==> config.mk <==
export PLATFORM = sky130hd
export DESIGN_NAME = matmul_job_ctrl
export DESIGN_NICKNAME = d
export VERILOG_FILES = /design/src/rtl/matmul_ctrl_pkg.sv /design/src/rtl/matmul_out_fifo.sv /design/src/rtl/matmul_job_ctrl.sv
export SDC_FILE = /design/constraint.sdc
export NUM_CORES = 1
export LEC_CHECK = 0
export ABC_AREA = 0
export BUFFER_PORTS_ARGS = -buffer_cell sky130_fd_sc_hd__buf_2
export CORE_ASPECT_RATIO = 1.1
export CORE_MARGIN = 2
export CORE_UTILIZATION = 29
export CTS_BUF_LIST = sky130_fd_sc_hd__clkbuf_4
export DETAILED_ROUTE_END_ITERATION = 10
export HOLD_SLACK_MARGIN = 0.1
export PLACE_DENSITY_LB_ADDON = 0.15
export SLEW_MARGIN = 40
export SYNTH_ARGS = -nofsm -noshare
export SYNTH_HDL_FRONTEND = slang
export SYNTH_SLANG_ARGS = --single-unit
==> constraint.sdc <==
create_clock -name clock -period 17.55 [get_ports clock]
set_input_delay 3.51 -clock clock [delete_from_list [all_inputs] [get_ports clock]]
set_output_delay 3.51 -clock clock [all_outputs]
set_load 0.05 [all_outputs]
==> src/rtl/matmul_ctrl_pkg.sv <==
// Shared types and constants for the matmul job sequencer.
// State encoding, output FIFO depth and performance counter width live here.
package matmul_ctrl_pkg;

    typedef enum logic [2:0] {
        S_IDLE,
        S_LOAD_X,
        S_LOAD_Y,
        S_GAP,
        S_START,
        S_WAIT,
        S_DRAIN
    } ctrl_state_t;

    localparam int OUT_FIFO_DEPTH = 2;
    localparam int PERF_WIDTH     = 32;

    function automatic logic [PERF_WIDTH-1:0] perf_sat_inc(input logic [PERF_WIDTH-1:0] v);
        return (&v) ? v : v + 1'b1;
    endfunction

endpackage

==> src/rtl/matmul_out_fifo.sv <==
// Purpose: 2-entry synchronous FIFO holding z words (data + last flag) ahead of the output stream.
// Latency: a pushed word is visible at the head on the next cycle.
// Backpressure: none internally; the producer throttles itself from count.
module matmul_out_fifo
    import matmul_ctrl_pkg::*;
#(
    parameter int WIDTH = 33
) (
    input  logic                                    clock,
    input  logic                                    reset,
    input  logic                                    push,
    input  logic [WIDTH-1:0]                        push_data,
    input  logic                                    pop,
    output logic [WIDTH-1:0]                        head_data,
    output logic [$clog2(OUT_FIFO_DEPTH+1)-1:0]     count
);

    localparam int PTR_W = $clog2(OUT_FIFO_DEPTH);
    localparam int CNT_W = $clog2(OUT_FIFO_DEPTH + 1);

    logic [WIDTH-1:0] mem [OUT_FIFO_DEPTH];
    logic [PTR_W-1:0] wr_ptr;
    logic [PTR_W-1:0] rd_ptr;

    always_ff @(posedge clock or posedge reset) begin
        if (reset) begin
            for (int i = 0; i < OUT_FIFO_DEPTH; i++) begin
                mem[i] <= '0;
            end
            wr_ptr <= '0;
            rd_ptr <= '0;
            count  <= '0;
        end else begin
            if (push) begin
                mem[wr_ptr] <= push_data;
                wr_ptr      <= wr_ptr + 1'b1;
            end
            if (pop) begin
                rd_ptr <= rd_ptr + 1'b1;
            end
            count <= count + CNT_W'(push) - CNT_W'(pop);
        end
    end

    assign head_data = mem[rd_ptr];

endmodule

==> src/rtl/matmul_job_ctrl.sv <==
// Purpose: streams x then y words into matmul_top, pulses start, waits for done, drains z to a ready/valid stream.
// Latency: first beat to job_done is 2*VECTOR_SIZE + 2 + WAIT cycles + VECTOR_SIZE+1 with no stalls.
// Backpressure: in_ready only while loading; out_ready throttles z reads through a 2-entry FIFO. MATMUL_CTRL_PERF_EN adds perf_cycles.
module matmul_job_ctrl
    import matmul_ctrl_pkg::*;
#(
    parameter int DATA_WIDTH  = 32,
    parameter int ADDR_WIDTH  = 6,
    parameter int VECTOR_SIZE = 8
) (
    input  logic                  clock,
    input  logic                  reset,
    input  logic                  in_valid,
    output logic                  in_ready,
    input  logic [DATA_WIDTH-1:0] in_data,
    output logic                  out_valid,
    input  logic                  out_ready,
    output logic [DATA_WIDTH-1:0] out_data,
    output logic                  out_last,
    output logic                  job_done,
    output logic                  busy,
    output logic                  x_wr_en,
    output logic [ADDR_WIDTH-1:0] x_wr_addr,
    output logic [DATA_WIDTH-1:0] x_din,
    output logic                  y_wr_en,
    output logic [ADDR_WIDTH-1:0] y_wr_addr,
    output logic [DATA_WIDTH-1:0] y_din,
    output logic                  start,
    input  logic                  done,
    output logic [ADDR_WIDTH-1:0] z_rd_addr,
    input  logic [DATA_WIDTH-1:0] z_dout
`ifdef MATMUL_CTRL_PERF_EN
    ,
    output logic [PERF_WIDTH-1:0] perf_cycles
`endif
);

    localparam int CW  = ADDR_WIDTH + 1;
    localparam int FCW = $clog2(OUT_FIFO_DEPTH + 1);
    localparam logic [CW-1:0] LAST_IDX = CW'(VECTOR_SIZE - 1);
    localparam logic [CW-1:0] N_WORDS  = CW'(VECTOR_SIZE);

    ctrl_state_t     state, state_nxt;
    logic [CW-1:0]   cnt;
    logic [CW-1:0]   rd_cnt;
    logic            wait_first;
    logic            in_flight;
    logic            in_flight_last;
    logic            beat;
    logic            beat_last;
    logic            issue;
    logic            pop;
    logic [FCW-1:0]  fifo_count;
    logic [FCW:0]    slots_used;
    logic [DATA_WIDTH:0] head;

    assign beat      = in_valid && in_ready;
    assign beat_last = beat && (cnt == LAST_IDX);

    assign out_valid = (fifo_count != '0);
    assign out_data  = head[DATA_WIDTH-1:0];
    assign out_last  = out_valid && head[DATA_WIDTH];
    assign pop       = out_valid && out_ready;
    assign job_done  = pop && head[DATA_WIDTH];
    assign z_rd_addr = rd_cnt[ADDR_WIDTH-1:0];

    // A word leaving the FIFO this cycle frees its slot now, which sustains one word per cycle.
    assign slots_used = {1'b0, fifo_count} + {{FCW{1'b0}}, in_flight} - {{FCW{1'b0}}, pop};
    assign issue      = (state == S_DRAIN) && (rd_cnt < N_WORDS)
                        && (slots_used < (FCW+1)'(OUT_FIFO_DEPTH));

    always_comb begin
        state_nxt = state;
        in_ready  = 1'b0;
        start     = 1'b0;
        busy      = (state != S_IDLE);
        case (state)
            S_IDLE:   if (in_valid) state_nxt = S_LOAD_X;
            S_LOAD_X: begin
                in_ready = 1'b1;
                if (beat_last) state_nxt = S_LOAD_Y;
            end
            S_LOAD_Y: begin
                in_ready = 1'b1;
                if (beat_last) state_nxt = S_GAP;
            end
            S_GAP:    state_nxt = S_START;
            S_START: begin
                start     = 1'b1;
                state_nxt = S_WAIT;
            end
            // The first WAIT cycle ignores a done level left over from the previous job.
            S_WAIT:   if (!wait_first && done) state_nxt = S_DRAIN;
            S_DRAIN:  if (job_done) state_nxt = S_IDLE;
            default:  state_nxt = S_IDLE;
        endcase
    end

    always_ff @(posedge clock or posedge reset) begin
        if (reset) begin
            state          <= S_IDLE;
            cnt            <= '0;
            rd_cnt         <= '0;
            wait_first     <= 1'b0;
            in_flight      <= 1'b0;
            in_flight_last <= 1'b0;
            x_wr_en        <= 1'b0;
            x_wr_addr      <= '0;
            x_din          <= '0;
            y_wr_en        <= 1'b0;
            y_wr_addr      <= '0;
            y_din          <= '0;
        end else begin
            state   <= state_nxt;
            x_wr_en <= 1'b0;
            y_wr_en <= 1'b0;
            if (beat) begin
                cnt <= beat_last ? '0 : cnt + 1'b1;
                if (state == S_LOAD_X) begin
                    x_wr_en   <= 1'b1;
                    x_wr_addr <= cnt[ADDR_WIDTH-1:0];
                    x_din     <= in_data;
                end else begin
                    y_wr_en   <= 1'b1;
                    y_wr_addr <= cnt[ADDR_WIDTH-1:0];
                    y_din     <= in_data;
                end
            end
            wait_first     <= (state == S_START);
            in_flight      <= issue;
            in_flight_last <= issue && (rd_cnt == LAST_IDX);
            if (job_done) begin
                rd_cnt <= '0;
            end else if (issue) begin
                rd_cnt <= rd_cnt + 1'b1;
            end
        end
    end

    matmul_out_fifo #(
        .WIDTH(DATA_WIDTH + 1)
    ) u_out_fifo (
        .clock     (clock),
        .reset     (reset),
        .push      (in_flight),
        .push_data ({in_flight_last, z_dout}),
        .pop       (pop),
        .head_data (head),
        .count     (fifo_count)
    );

`ifdef MATMUL_CTRL_PERF_EN
    logic [PERF_WIDTH-1:0] run_cnt;

    // run_cnt counts START plus every WAIT cycle already completed; the sampling cycle is added at latch time.
    always_ff @(posedge clock or posedge reset) begin
        if (reset) begin
            run_cnt     <= '0;
            perf_cycles <= '0;
        end else begin
            if (state == S_START) begin
                run_cnt <= PERF_WIDTH'(1);
            end else if (state == S_WAIT) begin
                run_cnt <= perf_sat_inc(run_cnt);
            end
            if (state == S_WAIT && state_nxt == S_DRAIN) begin
                perf_cycles <= perf_sat_inc(run_cnt);
            end
        end
    end
`endif

endmodule
# Word-level counts from Yosys, hierarchy flattened
# Cells that the tools add are included.
# totals
input_bits	69
word_cells	86
register_bits	168
output_inout_bits	122
# op_classes
reduce_logical	19
order_cmp	5
n_mux	21
eq_ne	13
add_sub_neg	8
bitwise_logic	3
# ops
op	n
33-bit 2-to-1 mux	4
66-bit bitwise mux	1
33-bit demux with 1-bit select	1
7-bit 2-to-1 mux	3
3-bit case mux with 7 select lines	1
3-bit 2-to-1 mux	5
7-bit by 1-bit adder with 7-bit output (second input constant)	2
7-bit by 3-bit equality test with 1-bit output (second input constant)	2
1-bit logical AND	10
2-bit != test (second input constant)	5
3-bit equality test (second input constant)	3
7-bit by 4-bit < comparator with 1-bit output (second input constant)	1
3-bit by 2-bit equality test with 1-bit output (second input constant)	2
1-bit 2-to-1 mux	6
5-bit AND reduction	1
2-bit >= comparator (second input constant)	2
1-bit NOT with 2-bit output	2
2-bit AND reduction	2
2-bit nonzero test	2
2-bit by 1-bit adder with 3-bit output	1
3-bit by 1-bit equality test with 1-bit output (second input constant)	1
3-bit logical NOT	1
3-bit by 2-bit < comparator with 1-bit output (second input constant)	1
3-bit nonzero test	1
other kinds (8)	9

# Depth between registers and ports, before layout
# Gate-level depths: netlist (run 1).
# depth
depth_word	7
depth_mapped	8
ltp_nobuf	8

# Hierarchy
# Synthesis (run 1) repeated with hierarchy kept, for this count alone.
# hier_totals
hier_cells	467
hier_area_um2	7201.9
# modules_own_cells
mod	instances	area_per_inst_um2	seq_area_each_um2	cells_each
matmul_job_ctrl	1	4032.6	2452.4	276
matmul_out_fifo	1	3169.3	1751.7	191

# Worst setup path before layout (run 1)
# No wires, ideal clock.
# synth_path
path_type	input to output
start	input port out_ready
end	output port job_done
setup_slack_ps	10103
t_arrival_ps	3937
cell_stages	2
t_required_ps	14040
n_path_buf	0
path_cell_list	o21ai_2 nor2_4
# synth_between
elab_chain_len	2
# synth_lines
element	line	text
start: declaration	matmul_job_ctrl.sv:17	input logic out_ready,
1-bit logical AND	matmul_job_ctrl.sv:63	assign pop = out_valid && out_ready;
1-bit logical AND	matmul_job_ctrl.sv:64	assign job_done = pop && head[DATA_WIDTH];
end: declaration	matmul_job_ctrl.sv:20	output logic job_done,
# No other way between the ends.

# Final worst setup path (run 1)
# Ends and elaborated chain as after synthesis.

==> impl_metrics.csv, run 1 <==
group,metric,value,unit
layout,post-route-util,36.2,%
synth,yosys_register_bits,168,
worst_setup_path,max_stage_delay,300,ps
pwr,switching_power,0.000878,W
synth,async_flop_share,100,%
pwr,seqPwrFrac,37.2,%
min_path,min-delay-start,"x_wr_addr[2]$_DFFE_PP0P_",
route,ant_nets,0,
grt,grt_pass1_vias,4740,
timing,tightest_slew,695,ps
clocking,cts-root-buf,"clkbuf_4",
clocking,cts_sinks,168,
synth,synth_area_leaders,"dfrtp_1 60%, mux2_1 28%, buf_2 0.93%",
worst_setup_path,path_class,"in2out",
pwr,power.internal,0.000849,W
synth,synth_area_leader_cell,"dfrtp_1",
worst_setup_path,crit_path_start_kind,"input pin",
clocking,clockBufferDepth,2,
route,first_pass_iters,4,
grt,grt_max_degree,86,
synth,yosysTopAreaCellShare,60.2,%
grt,grt_pass1_wl,25500,µm
worst_setup_path,crit_path_frequent_cell,"buf_2",
status,status,"complete, no violations",
grt,grtUsageTotal,12.5,%
timing,setup_viol,0,
timing,hold_violations,0,
min_path,hold_depth,1,
timing,post-route-min-period,7730,ps
route,wirelength,15600,µm
placed_design,placed_cells,935,
synth,ys_types,48,
timing,whs,497,ps
timing,fmax,129,MHz
pwr,clockPowerShare,12.9,%
synth,syn_avg_cell_area,15.0,µm²
pwr,leakage,4.23,nW
clocking,post_cts_buffers,0,
timing,grt_setup_unrepaired,"no",
route,drc,0,
synth,synth_area,6990,µm²
clocking,clock_latency,550,ps
grt,antenna_found_initial,1,
floorplan,die_w,152,µm
layout,nets,722,
clocking,cts.clk_slew.worst_paths,160,ps
floorplan,fp.dieH,167,µm
timing,post-route-period-util,44.1,%
clocking,cts_resized,0,
worst_setup_path,slowest_stage,"buf_2",
worst_setup_path,cp.required,14040,ps
route,drtIter0Drc,162,
synth,synthFlopType,"dfrtp_1",
worst_setup_path,cp_max_fo,8,
worst_setup_path,critPathLaunch,"out_ready",
synth,ys_seq_area_share,60.2,%
synth,synthCells,465,
worst_setup_path,r2r_start,"u_out_fifo.count[0]$_DFF_PP0_",
layout,final_cells,968,
pwr,max-vdd-ir-drop,0.0874,mV
worst_setup_path,path_cells,"buf_2 -> o21ai_2 -> nor2_4 -> buf_2",
worst_setup_path,reg2reg_depth,8,
run,drv_cap,0,
placed_design,hpwl,10600,µm
pwr,swShare,50.8,%
clocking,cts_tree,"built",
timing,final_max_slew_viol_count,0,
floorplan,initial_core_util,29.5,%
floorplan,ios,191,
synth,synth_nets,538,
floorplan,dieArea,25400,µm²
grt,overflow,0,
clocking,ctsHoldBuffers,0,
worst_setup_path,cp.arrival,4220,ps
synth,ys_warn_count,0,
layout,drive_gt1_share,36.3,%
timing,fin_skew,26.4,ps
route,viasPerCell,4.55,
clocking,ctsHtreeMaxLevel,4,
placed_design,port_buffers,190,
synth,synth_edf_count,0,
worst_setup_path,endpoint_kind,"output port",
floorplan,rows,59,
route,wl_per_cell,16.1,µm
timing,max_slew_margin,53.7,%
timing,setup-tns-final,0,ps
min_path,worstHoldPathType,"reg2reg",
route,routed-via-count,4403,
pwr,powerDensity,202,nW/µm²
layout,n_fill_cell,2345,
floorplan,core_area,23700,µm²
placed_design,gp_congestion,0.723,
clocking,numCtsBuffers,17,
pwr,combPwrFrac,50.0,%
layout,syn_to_final_growth,22.6,%
## final timing paths
path,to,slack (ps)
max,job_done,9820
min,x_wr_addr[2]$_DFFE_PP0P_,500
max reg2reg,rd_cnt[0]$_DFFE_PP0P_,14930
min reg2reg,x_wr_addr[2]$_DFFE_PP0P_,500
max in group asynchronous,cnt[0]$_DFFE_PP0P_,13280
min in group asynchronous,u_out_fifo.mem[43]$_DFFE_PP0P_,3000
## layer usage
metal	vias up	global-route usage (%)	wire length [µm]
met2	115	20.7	7530
met5	-	0	0
li1	2031	-	-
met1	2250	15.3	6900
met3	7	4.84	1030
met4	0	3.29	133
## per-stage QoR
stage,total power (W),setup WS (ps),area [µm²]
after floorplan,0.00132,9490,6990
after global placement,0.00150,9820,8210
after detailed placement,0.00153,9810,8280
after CTS,0.00176,9810,8560
after global routing,0.00183,9750,8570
final,0.00173,9820,8570
## synth_stat cells (2+ instances only)
cell         n
mux2_1     174
a21oi_1      3
and3_1       2
xnor2_1      3
nand3_1      3
nor2b_1      6
or3_1        2
o41ai_1      3
o31ai_1      2
o21ai_1      2
ha_1         3
clkbuf_1     5
nand3b_1     2
mux2i_1      2
nor4_1       4
nand2b_1     3
nor3_1       4
nand4_1      2
nand4bb_1    2
buf_4        7
buf_2       13
inv_1        8
nor2_1       4
xor2_1       4
o21ai_0      5
nand2_1      4
buf_1        5
dfrtp_1    168
## flip-flops by register name (all words and copies together), names as in the netlist
signal / flops
u_out_fifo.wr_ptr: 1
state: 3
x_wr_en: 1
in_flight_last: 1
u_out_fifo.mem: 66
y_wr_addr: 6
rd_cnt: 7
x_din: 32
x_wr_addr: 6
u_out_fifo.rd_ptr: 1
cnt: 7
y_din: 32
u_out_fifo.count: 2
in_flight: 1
wait_first: 1
y_wr_en: 1
## area by class of cell
type	count	area (µm²)	share of cell area [%]
diodes	1	2.50	0.0292
flip-flops and latches	168	4210	49.1
inverters	8	37.5	0.438
multi-input cells	258	2610	30.5
repair buffers	196	1040	12.2
clock buffers	17	128	1.49
well taps	305	382	4.45
clock inverters	15	156	1.83
## logic make-up after synthesis
logic type | after synthesis | synth area share, %
muxes | 178 | 28.7
DFF | 168 | 60.2
and+or+nand+nor | 45 | 4.08
buffers and inverters | 39 | 2.81
AOI/OAI and AO/OA | 23 | 2.35
xor gates and xnor gates | 8 | 1.11
adders and majority gates | 4 | 0.824
## cells in the final DEF (no fill, tap or decap), types with 5 or more instances in the layout
cell type / n
buf_2: 190
mux2_1: 174
dfrtp_1: 167
clkbuf_4: 17
inv_1: 7
o21ai_0: 5
inv_8: 5
## critical path, delay by kind of cell
kind | cells | cell delay [ps]
buffers and inverters | 2 | 410
AO/OA/AOI/OAI | 1 | 110
AND/OR/NAND/NOR | 1 | 190
## power by group through the flow
stage | sequential [W] | clock [W] | combinational [W]
finish | 0.000642 | 0.000222 | 0.000863
floorplan | 0.000794 | 0 | 0.000521
CTS | 0.000644 | 0.000237 | 0.000875
global placement | 0.000642 | 0 | 0.000859
detailed placement | 0.000653 | 0 | 0.000872
global route | 0.000665 | 0.000255 | 0.000910
(Power assumes the default switching activity.)
==> run 2: changes to the inputs <==
==> constraint.sdc (replaced) <==
create_clock -name clock -period 8.09 [get_ports clock]
set_input_delay 1.618 -clock clock [delete_from_list [all_inputs] [get_ports clock]]
set_output_delay 1.618 -clock clock [all_outputs]
set_load 0.05 [all_outputs]
==> run 2 against run 1 <==
First-iteration DRC count grew 12%. Register-to-register slack lost 9500 ps. Critical endpoint unchanged. Largest cell class unchanged. Largest power group unchanged. Power grew 120%. Cell count grew 0.31%. Worst hold slack lost 2.5 ps. Global-route usage is essentially flat.
==> impl_metrics.csv, run 2 (synthesis gave the netlist of run 1 again) <==
group,metric,value,unit
clocking,numCtsBuffers,17,
timing,post-route-period-util,49.0,%
route,wirelength,15600,µm
clocking,ctsHoldBuffers,0,
pwr,powerDensity,438,nW/µm²
grt,grt_pass1_vias,4863,
layout,drive_gt1_share,36.4,%
timing,fmax,252,MHz
route,routed-via-count,4412,
worst_setup_path,reg2reg_to,"rd_cnt[0]$_DFFE_PP0P_",
pwr,max-vdd-ir-drop,0.160,mV
grt,grtUsageTotal,12.5,%
timing,post-route-min-period,3970,ps
route,ant_nets,0,
timing,tightest_slew,577,ps
min_path,hold_depth,1,
route,viasPerCell,4.54,
route,wl_per_cell,16.1,µm
floorplan,fp.dieH,167,µm
layout,final_common_cell,"buf_2",
clocking,cts.clk_slew.worst_paths,140,ps
timing,final_max_slew_viol_count,0,
timing,setup_viol,0,
worst_setup_path,cp_max_fo,8,
clocking,cts_resized,0,
grt,overflow,0,
timing,max_slew_margin,61.0,%
floorplan,dieArea,25400,µm²
layout,post-route-util,36.2,%
floorplan,rows,59,
clocking,clock_latency,550,ps
layout,multiInputGateArea,2610,µm²
clocking,ctsHtreeMaxLevel,4,
worst_setup_path,path_class,"in2out",
layout,layout_common_cells,"190 x buf_2, 174 x mux2_1, 167 x dfrtp_1, 17 x clkbuf_4",
grt,grt_pass1_wl,25600,µm
min_path,min_to,"u_out_fifo.mem[37]$_DFFE_PP0P_",
layout,reg_top3,"u_out_fifo.mem: 66 flops, x_din: 32 flops, y_din: 32 flops",
grt,antenna_found_initial,1,
timing,fin_skew,21.5,ps
timing,grt_setup_unrepaired,"no",
clocking,post_cts_buffers,0,
timing,setup-tns-final,0,ps
layout,largest_register_ffs,66,
layout,n_fill_cell,2318,
floorplan,ios,191,
grt,grt_use_met1,15.6,%
run,drv_cap,0,
grt,grtUsageMet2,20.7,%
timing,worst_slack,4120,ps
worst_setup_path,crit_path_start_kind,"input pin",
worst_setup_path,cp.arrival,2350,ps
grt,grt_busiest_layer,"met2",
layout,regMostFlops,"u_out_fifo.mem",
worst_setup_path,endpoint_kind,"output port",
placed_design,gp_congestion,0.766,
timing,hold_violations,0,
grt,use_met3,4.03,%
route,drc,0,
layout,nets,724,
floorplan,die_w,152,µm
floorplan,core_area,23700,µm²
worst_setup_path,reg2reg_depth,8,
placed_design,hpwl,10700,µm
worst_setup_path,r2r_start,"u_out_fifo.count[0]$_DFF_PP0_",
pwr,leakage,4.24,nW
layout,syn_to_final_growth,22.7,%
placed_design,pre_cts_ws,4120,ps
min_path,min-delay-start,"u_out_fifo.mem[37]$_DFFE_PP0P_",
worst_setup_path,rrSetupSlack,5460,ps
min_path,worstHoldPathType,"reg2reg",
grt,grt_max_degree,80,
status,status,"complete, no violations",
clocking,clockBufferDepth,2,
clocking,cts-root-buf,"clkbuf_4",
clocking,cts_tree,"built",
layout,final-seq-area,4210,µm²
placed_design,port_buffers,190,
route,drtIter0Drc,182,
clocking,cts_sinks,168,
floorplan,initial_core_util,29.5,%
worst_setup_path,cp.required,6470,ps
route,first_pass_iters,4,
run 2: area by class of cell:
type,count,share of cell area (%)
clock inverter,15,1.85
antenna,2,0.0584
tap,305,4.45
inverter,8,0.409
clock buffer,17,1.49
timing repair buffer,198,12.2
multi-input combinational,258,30.5
sequential,168,49.1
run 2: worst max-delay path by stage:
stage | startpoint | to | slack (ps) | depth (start not counted)
finish | out_ready | job_done | 4120 | 4
CTS | out_ready | job_done | 4110 | 4
global route | out_ready | job_done | 4060 | 4
global placement | out_ready | job_done | 4140 | 4
detailed placement | out_ready | job_done | 4120 | 4
floorplan | reset | cnt[0]$_DFFE_PP0P_ | 1930 | 1
run 2: worst max-delay path, cell delays in order:
cell and delay [ps]:
buf_2 110, o21ai_2 120, nor2_4 200, buf_2 300
run 2: layer usage:
layer / up-vias / routed length [µm]
met5: - / 0
met4: 0 / 244
met3: 12 / 862
met2: 127 / 7680
met1: 2242 / 6830
li1: 2031 / -
run 2: metrics by stage:
step	cell area (µm²)	std cells	hold slack, ps	power (W)
finish	8570	971	494	0.00375
CTS	8540	968	499	0.00381
global placement	8220	934	459	0.00326
detailed placement	8250	936	467	0.00331
floorplan	6990	465	450	0.00285
global route	8570	971	517	0.00398
run 2: report_power, final:
group	switching [W]	leakage [nW]	internal (W)	total, W
sequential	0.000232	2.10	0.00116	0.00139
clock	0.000346	0.157	0.000142	0.000487
combinational	0.00133	1.99	0.000536	0.00187
total	0.00191	4.24	0.00184	0.00375
